===== src/rtl/pled_fade_sequencer_if.sv =====
// Run-enable and LED-drive bundle between the fade sequencer and its host.
// The host side (master) drives en and observes the registered outputs.
interface pled_fade_sequencer_if #(
  parameter int PWM_BITS = 10
);
  logic                en;
  logic                red;
  logic                green;
  logic                blue;
  logic [PWM_BITS-1:0] duty;
  logic [2:0]          color;
  logic [1:0]          phase;
  logic                period_end;

  modport master (
    output en,
    input  red, green, blue, duty, color, phase, period_end
  );

  modport slave (
    input  en,
    output red, green, blue, duty, color, phase, period_end
  );
endinterface


===== src/rtl/pled_fade_sequencer.sv =====
// Breathing-pattern sequencer for the Pmod power-LED board: prescaler, PWM counter and
// fade FSM share one duty level, which is applied to the active-low pins of the current colour mix.
module pled_fade_sequencer #(
  parameter int TICK_DIV     = 500,
  parameter int PWM_BITS     = 10,
  parameter int RAMP_PERIODS = 1,
  parameter int HOLD_PERIODS = 64,
  parameter int MIN_DUTY     = 32,
  parameter int MAX_DUTY     = 1023,
  parameter int STEP_KNEE    = 256,
  parameter int STEP_FINE    = 1,
  parameter int STEP_COARSE  = 4
) (
  input  logic                 clk,
  input  logic                 rst,
  pled_fade_sequencer_if.slave bus
);

  localparam int PRE_W  = (TICK_DIV > 1)     ? $clog2(TICK_DIV)     : 1;
  localparam int STEP_W = (RAMP_PERIODS > 1) ? $clog2(RAMP_PERIODS) : 1;
  localparam int HOLD_W = (HOLD_PERIODS > 1) ? $clog2(HOLD_PERIODS) : 1;

  typedef logic [PWM_BITS-1:0] duty_t;
  typedef logic [PWM_BITS:0]   wide_t;

  // HOLD_LOW shares the PH_IDLE code and is told apart by busy.
  typedef enum logic [1:0] {
    PH_IDLE      = 2'd0,
    PH_RAMP_UP   = 2'd1,
    PH_HOLD_HIGH = 2'd2,
    PH_RAMP_DOWN = 2'd3
  } phase_t;

  localparam logic [PRE_W-1:0]  PRE_LAST  = PRE_W'(TICK_DIV - 1);
  localparam logic [STEP_W-1:0] STEP_LAST = STEP_W'(RAMP_PERIODS - 1);
  localparam logic [HOLD_W-1:0] HOLD_LAST = HOLD_W'(HOLD_PERIODS - 1);
  localparam duty_t MIN_D    = duty_t'(MIN_DUTY);
  localparam duty_t MAX_D    = duty_t'(MAX_DUTY);
  localparam wide_t MIN_W    = wide_t'(MIN_DUTY);
  localparam wide_t MAX_W    = wide_t'(MAX_DUTY);
  localparam wide_t KNEE_W   = wide_t'(STEP_KNEE);
  localparam wide_t FINE_W   = wide_t'(STEP_FINE);
  localparam wide_t COARSE_W = wide_t'(STEP_COARSE);

  phase_t            phase;
  logic              busy;
  logic [PRE_W-1:0]  presc;
  duty_t             pwm_cnt;
  logic [STEP_W-1:0] step_cnt;
  logic [HOLD_W-1:0] hold_cnt;
  duty_t             duty;
  logic [2:0]        color;
  logic              red, green, blue;
  logic              period_end;

  logic  tick, wrap, step_evt, hold_done, lit;
  logic  up_ceil, dn_floor;
  wide_t duty_w, step_w, up_w;
  duty_t dn_d;

  // NOTE: every always_comb output is assigned on every path, so no latch can be inferred.
  always_comb begin
    tick      = (presc == PRE_LAST);
    wrap      = tick && (pwm_cnt == '1);
    step_evt  = wrap && (step_cnt == STEP_LAST);
    hold_done = wrap && (hold_cnt == HOLD_LAST);
    lit       = (pwm_cnt < duty);
    duty_w    = {1'b0, duty};
    step_w    = (duty_w < KNEE_W) ? FINE_W : COARSE_W;
    up_w      = duty_w + step_w;
    dn_d      = duty_t'(duty_w - step_w);
    up_ceil   = (up_w >= MAX_W);
    // Compare before subtracting so a step larger than duty cannot wrap below zero.
    dn_floor  = (duty_w <= MIN_W + step_w);
  end

  // NOTE: sequential state uses non-blocking assignments only, so all registers update together.
  always_ff @(posedge clk) begin
    if (rst || !bus.en) begin
      phase      <= PH_IDLE;
      busy       <= 1'b0;
      presc      <= '0;
      pwm_cnt    <= '0;
      step_cnt   <= '0;
      hold_cnt   <= '0;
      duty       <= MIN_D;
      color      <= 3'b001;
      red        <= 1'b1;
      green      <= 1'b1;
      blue       <= 1'b1;
      period_end <= 1'b0;
    end else if (!busy) begin
      phase <= PH_RAMP_UP;
      busy  <= 1'b1;
    end else begin
      presc      <= tick ? '0 : presc + 1'b1;
      period_end <= wrap;
      red        <= !(lit && color[0]);
      green      <= !(lit && color[1]);
      blue       <= !(lit && color[2]);
      if (tick)
        pwm_cnt <= pwm_cnt + 1'b1;
      if (wrap)
        step_cnt <= (step_cnt == STEP_LAST) ? '0 : step_cnt + 1'b1;

      unique case (phase)
        PH_RAMP_UP: begin
          if (step_evt) begin
            if (up_ceil) begin
              duty     <= MAX_D;
              phase    <= PH_HOLD_HIGH;
              hold_cnt <= '0;
            end else begin
              duty <= up_w[PWM_BITS-1:0];
            end
          end
        end
        PH_HOLD_HIGH: begin
          if (hold_done)
            phase <= PH_RAMP_DOWN;
          else if (wrap)
            hold_cnt <= hold_cnt + 1'b1;
        end
        PH_RAMP_DOWN: begin
          if (step_evt) begin
            if (dn_floor) begin
              duty     <= MIN_D;
              phase    <= PH_IDLE;
              hold_cnt <= '0;
            end else begin
              duty <= dn_d;
            end
          end
        end
        PH_IDLE: begin
          // busy is set here, so this is HOLD_LOW; the breath ends with the next colour mix.
          if (hold_done) begin
            color <= (color == 3'd7) ? 3'd1 : color + 3'd1;
            phase <= PH_RAMP_UP;
          end else if (wrap) begin
            hold_cnt <= hold_cnt + 1'b1;
          end
        end
      endcase
    end
  end

  assign bus.red        = red;
  assign bus.green      = green;
  assign bus.blue       = blue;
  assign bus.duty       = duty;
  assign bus.color      = color;
  assign bus.phase      = phase;
  assign bus.period_end = period_end;

endmodule

===== src/flat_wrapper.sv =====
// flat-port wrapper written by rule: the top's interface ports become plain ports
module pled_fade_sequencer_flat 
#(
  parameter int TICK_DIV     = 500,
  parameter int PWM_BITS     = 10,
  parameter int RAMP_PERIODS = 1,
  parameter int HOLD_PERIODS = 64,
  parameter int MIN_DUTY     = 32,
  parameter int MAX_DUTY     = 1023,
  parameter int STEP_KNEE    = 256,
  parameter int STEP_FINE    = 1,
  parameter int STEP_COARSE  = 4
)
  (clk, rst, bus_en, bus_red, bus_green, bus_blue, bus_duty, bus_color, bus_phase, bus_period_end);
  pled_fade_sequencer_if #(.PWM_BITS(PWM_BITS)) bus_i ();
  input  logic clk;
  input  logic rst;
  input wire logic [$bits(bus_i.en)-1:0] bus_en;
  output wire logic [$bits(bus_i.red)-1:0] bus_red;
  output wire logic [$bits(bus_i.green)-1:0] bus_green;
  output wire logic [$bits(bus_i.blue)-1:0] bus_blue;
  output wire logic [$bits(bus_i.duty)-1:0] bus_duty;
  output wire logic [$bits(bus_i.color)-1:0] bus_color;
  output wire logic [$bits(bus_i.phase)-1:0] bus_phase;
  output wire logic [$bits(bus_i.period_end)-1:0] bus_period_end;
  assign bus_i.en = bus_en;
  assign bus_red = bus_i.red;
  assign bus_green = bus_i.green;
  assign bus_blue = bus_i.blue;
  assign bus_duty = bus_i.duty;
  assign bus_color = bus_i.color;
  assign bus_phase = bus_i.phase;
  assign bus_period_end = bus_i.period_end;
  pled_fade_sequencer #(.TICK_DIV(TICK_DIV), .PWM_BITS(PWM_BITS), .RAMP_PERIODS(RAMP_PERIODS), .HOLD_PERIODS(HOLD_PERIODS), .MIN_DUTY(MIN_DUTY), .MAX_DUTY(MAX_DUTY), .STEP_KNEE(STEP_KNEE), .STEP_FINE(STEP_FINE), .STEP_COARSE(STEP_COARSE)) u_core (.clk(clk), .rst(rst), .bus(bus_i));
endmodule

===== config.mk =====
export PLATFORM = sky130hd
export DESIGN_NAME = pled_fade_sequencer_flat
export DESIGN_NICKNAME = d
export VERILOG_FILES = /design/src/rtl/pled_fade_sequencer_if.sv /design/src/rtl/pled_fade_sequencer.sv /design/src/flat_wrapper.sv
export SDC_FILE = /design/constraint.sdc
export NUM_CORES = 1
export LEC_CHECK = 0
export BUFFER_PORTS_ARGS = -buffer_cell sky130_fd_sc_hd__buf_2
export CORE_MARGIN = 8
export CORE_UTILIZATION = 50
export CTS_CLUSTER_SIZE = 25
export DETAILED_ROUTE_END_ITERATION = 6
export HOLD_SLACK_MARGIN = 0.15
export PLACE_DENSITY = 0.68
export SYNTH_ARGS = -nofsm -noshare
export SYNTH_HDL_FRONTEND = slang
export SYNTH_SLANG_ARGS = --single-unit

===== constraint.sdc =====
create_clock -name clk -period 5.78 [get_ports clk]
set_input_delay 0.289 -clock clk [delete_from_list [all_inputs] [get_ports clk]]
set_output_delay 0.289 -clock clk [all_outputs]
set_load 0.01 [all_outputs]

======== Word level (Yosys, flattened, before mapping) ========
Index checks and enable logic that the tools add are counted.
storage, ports and cells
  output and inout port bits .............. 19
  input bits .............................. 3
  register bits after elaboration ......... 46
  logic and storage cells ................. 95
operators by class
  $lt $le $gt $ge ......................... 4
  bitwise operators ....................... 2
  reductions and logical operators ........ 22
  add/subtract/negate cells ............... 8
  mux-type cells .......................... 25
  equal/unequal tests ..................... 21
operator list
  operator                                                                                count
  10-bit 2-to-1 mux                                                                       4
  6-bit 2-to-1 mux                                                                        6
  10-bit case mux with 2 select lines                                                     1
  3-bit inequality test (second input constant)                                           6
  6-bit case mux with 3 select lines                                                      1
  2-bit by 1-bit inequality test with 1-bit output (second input constant)                7
  2-bit 2-to-1 mux                                                                        6
  6-bit AND reduction                                                                     2
  10-bit by 11-bit adder with 11-bit output                                               1
  6-bit by 11-bit adder with 11-bit output (first input constant)                         1
  11-bit by 10-bit greater-or-equal comparator with 1-bit output (second input constant)  1
  10-bit by 11-bit less-or-equal comparator with 1-bit output                             1
  10-bit by 1-bit adder with 10-bit output (second input constant)                        1
  10-bit == test (second input constant)                                                  1
  10-bit < comparator                                                                     1
  10-bit by 9-bit < comparator with 1-bit output (second input constant)                  1
  10-bit subtractor                                                                       1
  9-bit by 1-bit adder with 9-bit output (second input constant)                          1
  9-bit == test (second input constant)                                                   1
  9-bit 2-to-1 mux                                                                        1
  2-bit case mux with 4 select lines                                                      1
  7-bit AND reduction                                                                     1
  6-bit by 1-bit adder with 6-bit output (second input constant)                          1
  6-bit == test (second input constant)                                                   1
  18 further kinds                                                                        33

======== Depth between registers and ports, before layout ========
  depth after elaboration ................. 8
  mapped depth ............................ 11
  depth with buffers taken out ............ 10

======== Least setup slack after synthesis ========
No wires, ideal clock.
  path kind ............................... reg-to-reg
  start point ............................. reg u_core.duty[8] (netlist: u_core.bus.duty[8])
  end point ............................... reg u_core.hold_cnt[3]
  setup time .............................. 0.121 ns
  stages on the path, launching flop included .. 12
  arrival ................................. 2.686 ns
  path slack .............................. 2.973 ns
  clock period less this slack ............ 2.807 ns
  required time ........................... 5.659 ns
  buffers on the path ..................... 1
  path through ............................ dfxtp_1 -> buf_4 -> nor2_1 -> inv_1 -> ha_1 -> a21oi_1 -> o31a_1 -> o2111ai_1 -> o31a_4 -> a211oi_4 -> a21boi_1 -> o22ai_1
on the way
  word-level cells in the longest chain between the ends .. 6
  elaborated cells on any way between the ends .. 9
  classes of those cells .................. add/sub: 2; order compare: 3; eq/ne: 2; mux: 1; reduce/logical: 1
RTL lines
  element                                                                                                                                               line                                                  RTL
  start, declared                                                                                                                                       pled_fade_sequencer.sv:51                             duty_t duty;
  start signal, assigned                                                                                                                                pled_fade_sequencer.sv:114                            duty <= up_w[PWM_BITS-1:0];
  start signal, assigned                                                                                                                                pled_fade_sequencer.sv:131                            duty <= dn_d;
  10-bit by 9-bit < comparator with 1-bit output                                                                                                        pled_fade_sequencer.sv:69                             step_w = (duty_w < KNEE_W) ? FINE_W : COARSE_W;
  3-bit 2-to-1 mux                                                                                                                                      pled_fade_sequencer.sv:69
  6-bit by 11-bit adder with 11-bit output / 10-bit by 11-bit adder with 11-bit output (equally long branches)                                          pled_fade_sequencer.sv:74, pled_fade_sequencer.sv:70
  10-bit by 11-bit less-or-equal comparator with 1-bit output / 11-bit by 10-bit greater-or-equal comparator with 1-bit output (equally long branches)  pled_fade_sequencer.sv:74, pled_fade_sequencer.sv:72
  2-bit by 1-bit inequality test with 1-bit output (no source line)                                                                                     --
  7-bit AND reduction (no source line) (*)                                                                                                              --
  end signal, assigned                                                                                                                                  pled_fade_sequencer.sv:122                            hold_cnt <= hold_cnt + 1'b1;
  end signal, assigned                                                                                                                                  pled_fade_sequencer.sv:141                            hold_cnt <= hold_cnt + 1'b1;
  end, declared                                                                                                                                         pled_fade_sequencer.sv:50                             logic [HOLD_W-1:0] hold_cnt;
Every way passes the cells marked *; elsewhere a longest branch is shown, timed or not.
A chain may end at the register's enable or synchronous reset.

======== Final worst setup path ========
Ends and elaborated chain as after synthesis.

==> flow_metrics.py <==
metrics = {
    "status": {
        "status": "finished, final reports clean",
    },
    "grt": {
        "grt_overflow": 0,
        "grt_pass1_vias": 2474,
        "grt_pass1_wl_um": 11500,
        "grtUsageTotal_pct": 16.3,
        "antenna_found_initial": 0,
        "grt_max_degree": 32,
    },
    "critical_path": {
        "regToRegEndpoint": "u_core.hold_cnt[3]$_SDFFE_PN0P_",
        "critPathArrivalTime_ns": 3.34,
        "slowest_delay_ns": 0.62,
        "setup.worst_path.class": "flop to flop",
        "path_max_fanout": 13,
        "cp-end-kind": "flop",
        "reg2regPathDepth": 9,
        "ff2ff_setup_slack_ns": 2.64,
        "crit_path_start_kind": "flop",
        "cp_cell_sequence": "nor2_1 -> inv_1 -> ha_1 -> o211ai_1 -> a41oi_2 -> nand2_2 -> a211oi_4 -> a21boi_1 -> o22ai_1",
        "r2r-start": "u_core.bus.duty[8]$_SDFFE_PN0P_",
        "crit_start": "u_core.bus.duty[8]$_SDFFE_PN0P_",
        "critical_path_required_ns": 5.98,
        "cp_slowest_cell": "a41oi_2",
    },
    "pwr": {
        "power_frac_clock_pct": 43.5,
        "power_density_nw_per_um2": 188,
        "p_leak_nw": 1.18,
        "seqPwrFrac_pct": 53.3,
        "comb_power_share_pct": 3.2,
        "intPower_mw": 0.450,
        "peakVddDrop_mv": 0.179,
        "netSwitchingPower_mw": 0.139,
        "switching_share_pct": 23.6,
    },
    "floorplanning": {
        "io_pins": 22,
        "core_area_um2": 5540,
        "dieArea_um2": 8490,
        "die_x_um": 92.1,
        "start_util_pct": 52.3,
        "die_h_um": 92.1,
        "rows": 27,
    },
    "route": {
        "post_drt_wl_per_cell_um": 15.2,
        "ant_nets": 0,
        "vias_per_cell": 5.79,
        "drc_errors": 0,
        "wl_um": 6810,
        "drt_iter0_drc": 159,
        "vias": 2586,
        "drt_pre_antenna_iters": 4,
    },
    "timing": {
        "worst_hold_slack_ns": 0.493,
        "period_needed_ns": 3.14,
        "rsz0062_at_grt": "false",
        "skew_ns": 0.0116,
        "fin_crit_sh_pct": 54.2,
        "drv_slew": 0,
        "fin_setup_tns_ns": 0,
        "max_freq_mhz": 319,
        "relSlewSlack_pct": 30.7,
        "hold_violations": 0,
        "setup_viol": 0,
        "worst_slew_pin_slew_ns": 1.01,
    },
    "yosys": {
        "syn_inst": 361,
        "ys_warn_count": 0,
        "synth.avg_cell_area_um2": 8.03,
        "async_flop_share_pct": 0,
        "syn_nets": 386,
        "syn_area_um2": 2900,
        "synth_flop_cell": "dfxtp_1",
        "ys_types": 55,
        "synth-seq-cells": 45,
        "synth_edf_count": 0,
        "yosysSeqAreaShare_pct": 31.1,
    },
    "finish": {
        "antenna_cells": 0,
        "drive_gt1_share_pct": 11.2,
        "mostFrequentLayoutCell": "dfxtp_1",
        "synthToLayoutAreaGrowth_pct": 8.12,
        "nets": 399,
        "layout_common_cells": "45 x dfxtp_1, 43 x nor2_1, 28 x nand2_1",
    },
    "clock_tree": {
        "ctsResizeCount": 0,
        "postCtsSetupBuffers": 0,
        "postCtsHoldBufs": 0,
        "worstSkewPairLatency_ns": 0.31,
        "cts_sinks": 45,
        "cts_inserted_buffers": 5,
        "cts_buffer_depth": 2,
        "cts_tree": "built",
        "clk_pin_slew_worst_paths_ns": 0.10,
        "h-tree-depth": 2,
        "cts-root-buf": "clkbuf_8",
    },
    "placement": {
        "place.gp.congestion": 0.974,
        "dp_hpwl_um": 4900,
        "port_buffers": 21,
    },
    "min_path": {
        "hp-class": "primary input to flop",
        "hold_end": "u_core.hold_cnt[1]$_SDFFE_PN0P_",
        "whs_path_depth": 4,
        "min-delay-start": "bus_en",
    },
    "run": {
        "maxCapViolCount": 0,
    },
}
-- cells by family after synthesis --
| group | Yosys count | synth area share (%) |
|---|---|---|
| adder cells (fa/ha/maj) | 22 | 9.50 |
| buffers and inverters | 35 | 5.57 |
| AO/OA/AOI/OAI | 88 | 20.2 |
| multiplexers | 6 | 2.07 |
| AND/OR/NAND/NOR | 144 | 25.2 |
| flip-flops | 45 | 31.1 |
| XOR/XNOR | 21 | 6.35 |
-- per-layer routing --
layer	vias to the layer above	part of all wire (%)	track usage, %
met2	64	45	25.4
met3	13	5.0	3.75
met5	-	0	0
li1	1317	-	-
met4	0	2.1	8.19
met1	1192	47	20.6
-- registers in the layout (all words and copies together), names as in the netlist, 2 cells and up --
| register | cells |
|---|---|
| u_core.hold_cnt | 6 |
| u_core.bus.duty | 10 |
| u_core.pwm_cnt | 10 |
| u_core.bus.color | 3 |
| u_core.bus.phase | 2 |
| u_core.presc | 9 |
-- metrics by stage --
stage	util [%]	power (mW)	cells	area [um^2]	setup slack (ns)
floorplan	-	0.335	361	2900	2.97
CTS	56.5	0.595	447	3130	2.71
finish	56.5	0.589	447	3130	2.64
detailed placement	54.4	0.340	439	3010	2.72
global placement	54.4	0.340	439	3010	2.81
global route	56.5	0.611	447	3130	2.39
-- worst max-delay path by stage --
| stage | endpoint | slack, ns | cells past startpoint |
|---|---|---|---|
| 2_1_floorplan | u_core.hold_cnt[3]$_SDFFE_PN0P_ | 2.97 | 11 |
| 3_5_place_dp | u_core.hold_cnt[3]$_SDFFE_PN0P_ | 2.72 | 9 |
| 4_1_cts | u_core.hold_cnt[3]$_SDFFE_PN0P_ | 2.71 | 9 |
| 5_1_grt | u_core.hold_cnt[3]$_SDFFE_PN0P_ | 2.39 | 9 |
| 6_report | u_core.hold_cnt[3]$_SDFFE_PN0P_ | 2.64 | 9 |
| 3_3_place_gp | u_core.hold_cnt[3]$_SDFFE_PN0P_ | 2.81 | 10 |
-- cells in the mapped netlist, drive strengths merged (6+ instances only) --
master	count	area, um^2
dfxtp	45	901
nor4	6	37.5
clkbuf	8	30.0
xor2	8	70.1
buf	9	63.8
nor2	43	161
inv	18	67.6
nand4	9	56.3
nand3	9	45.0
o22ai	6	37.5
nor3	16	80.1
nand2	30	118
a21oi	26	130
mux2i	6	60.1
xnor2	13	114
ha	22	275
a211oi	7	65.1
o21ai	20	100
-- worst max-delay path: cells and delay by family (launching register included) --
family,cells,cell delay [ns]
adder cells (fa/ha/maj),1,0.37
buffers and inverters,1,0.11
AO/OA/AOI/OAI,5,1.65
flip-flops,1,0.47
AND/OR/NAND/NOR,2,0.42
-- cell type report --
type,instances,area (um^2)
Clock inverter,3,50.0
Multi-Input combinational cell,281,1840
Fill cell,544,2410
Tap cell,72,90.1
Timing Repair Buffer,23,120
Clock buffer,5,68.8
Sequential cell,45,901
Inverter,18,67.6
-- power groups by stage --
stage	Combinational, mW	Clock [mW]	Sequential [mW]
2_1_floorplan	0.0153	0	0.320
3_3_place_gp	0.0185	0	0.321
3_5_place_dp	0.0186	0	0.321
4_1_cts	0.0188	0.262	0.314
5_1_grt	0.0204	0.277	0.314
6_report	0.0186	0.257	0.314
No activity file was read; power rests on OpenSTA's default activity.
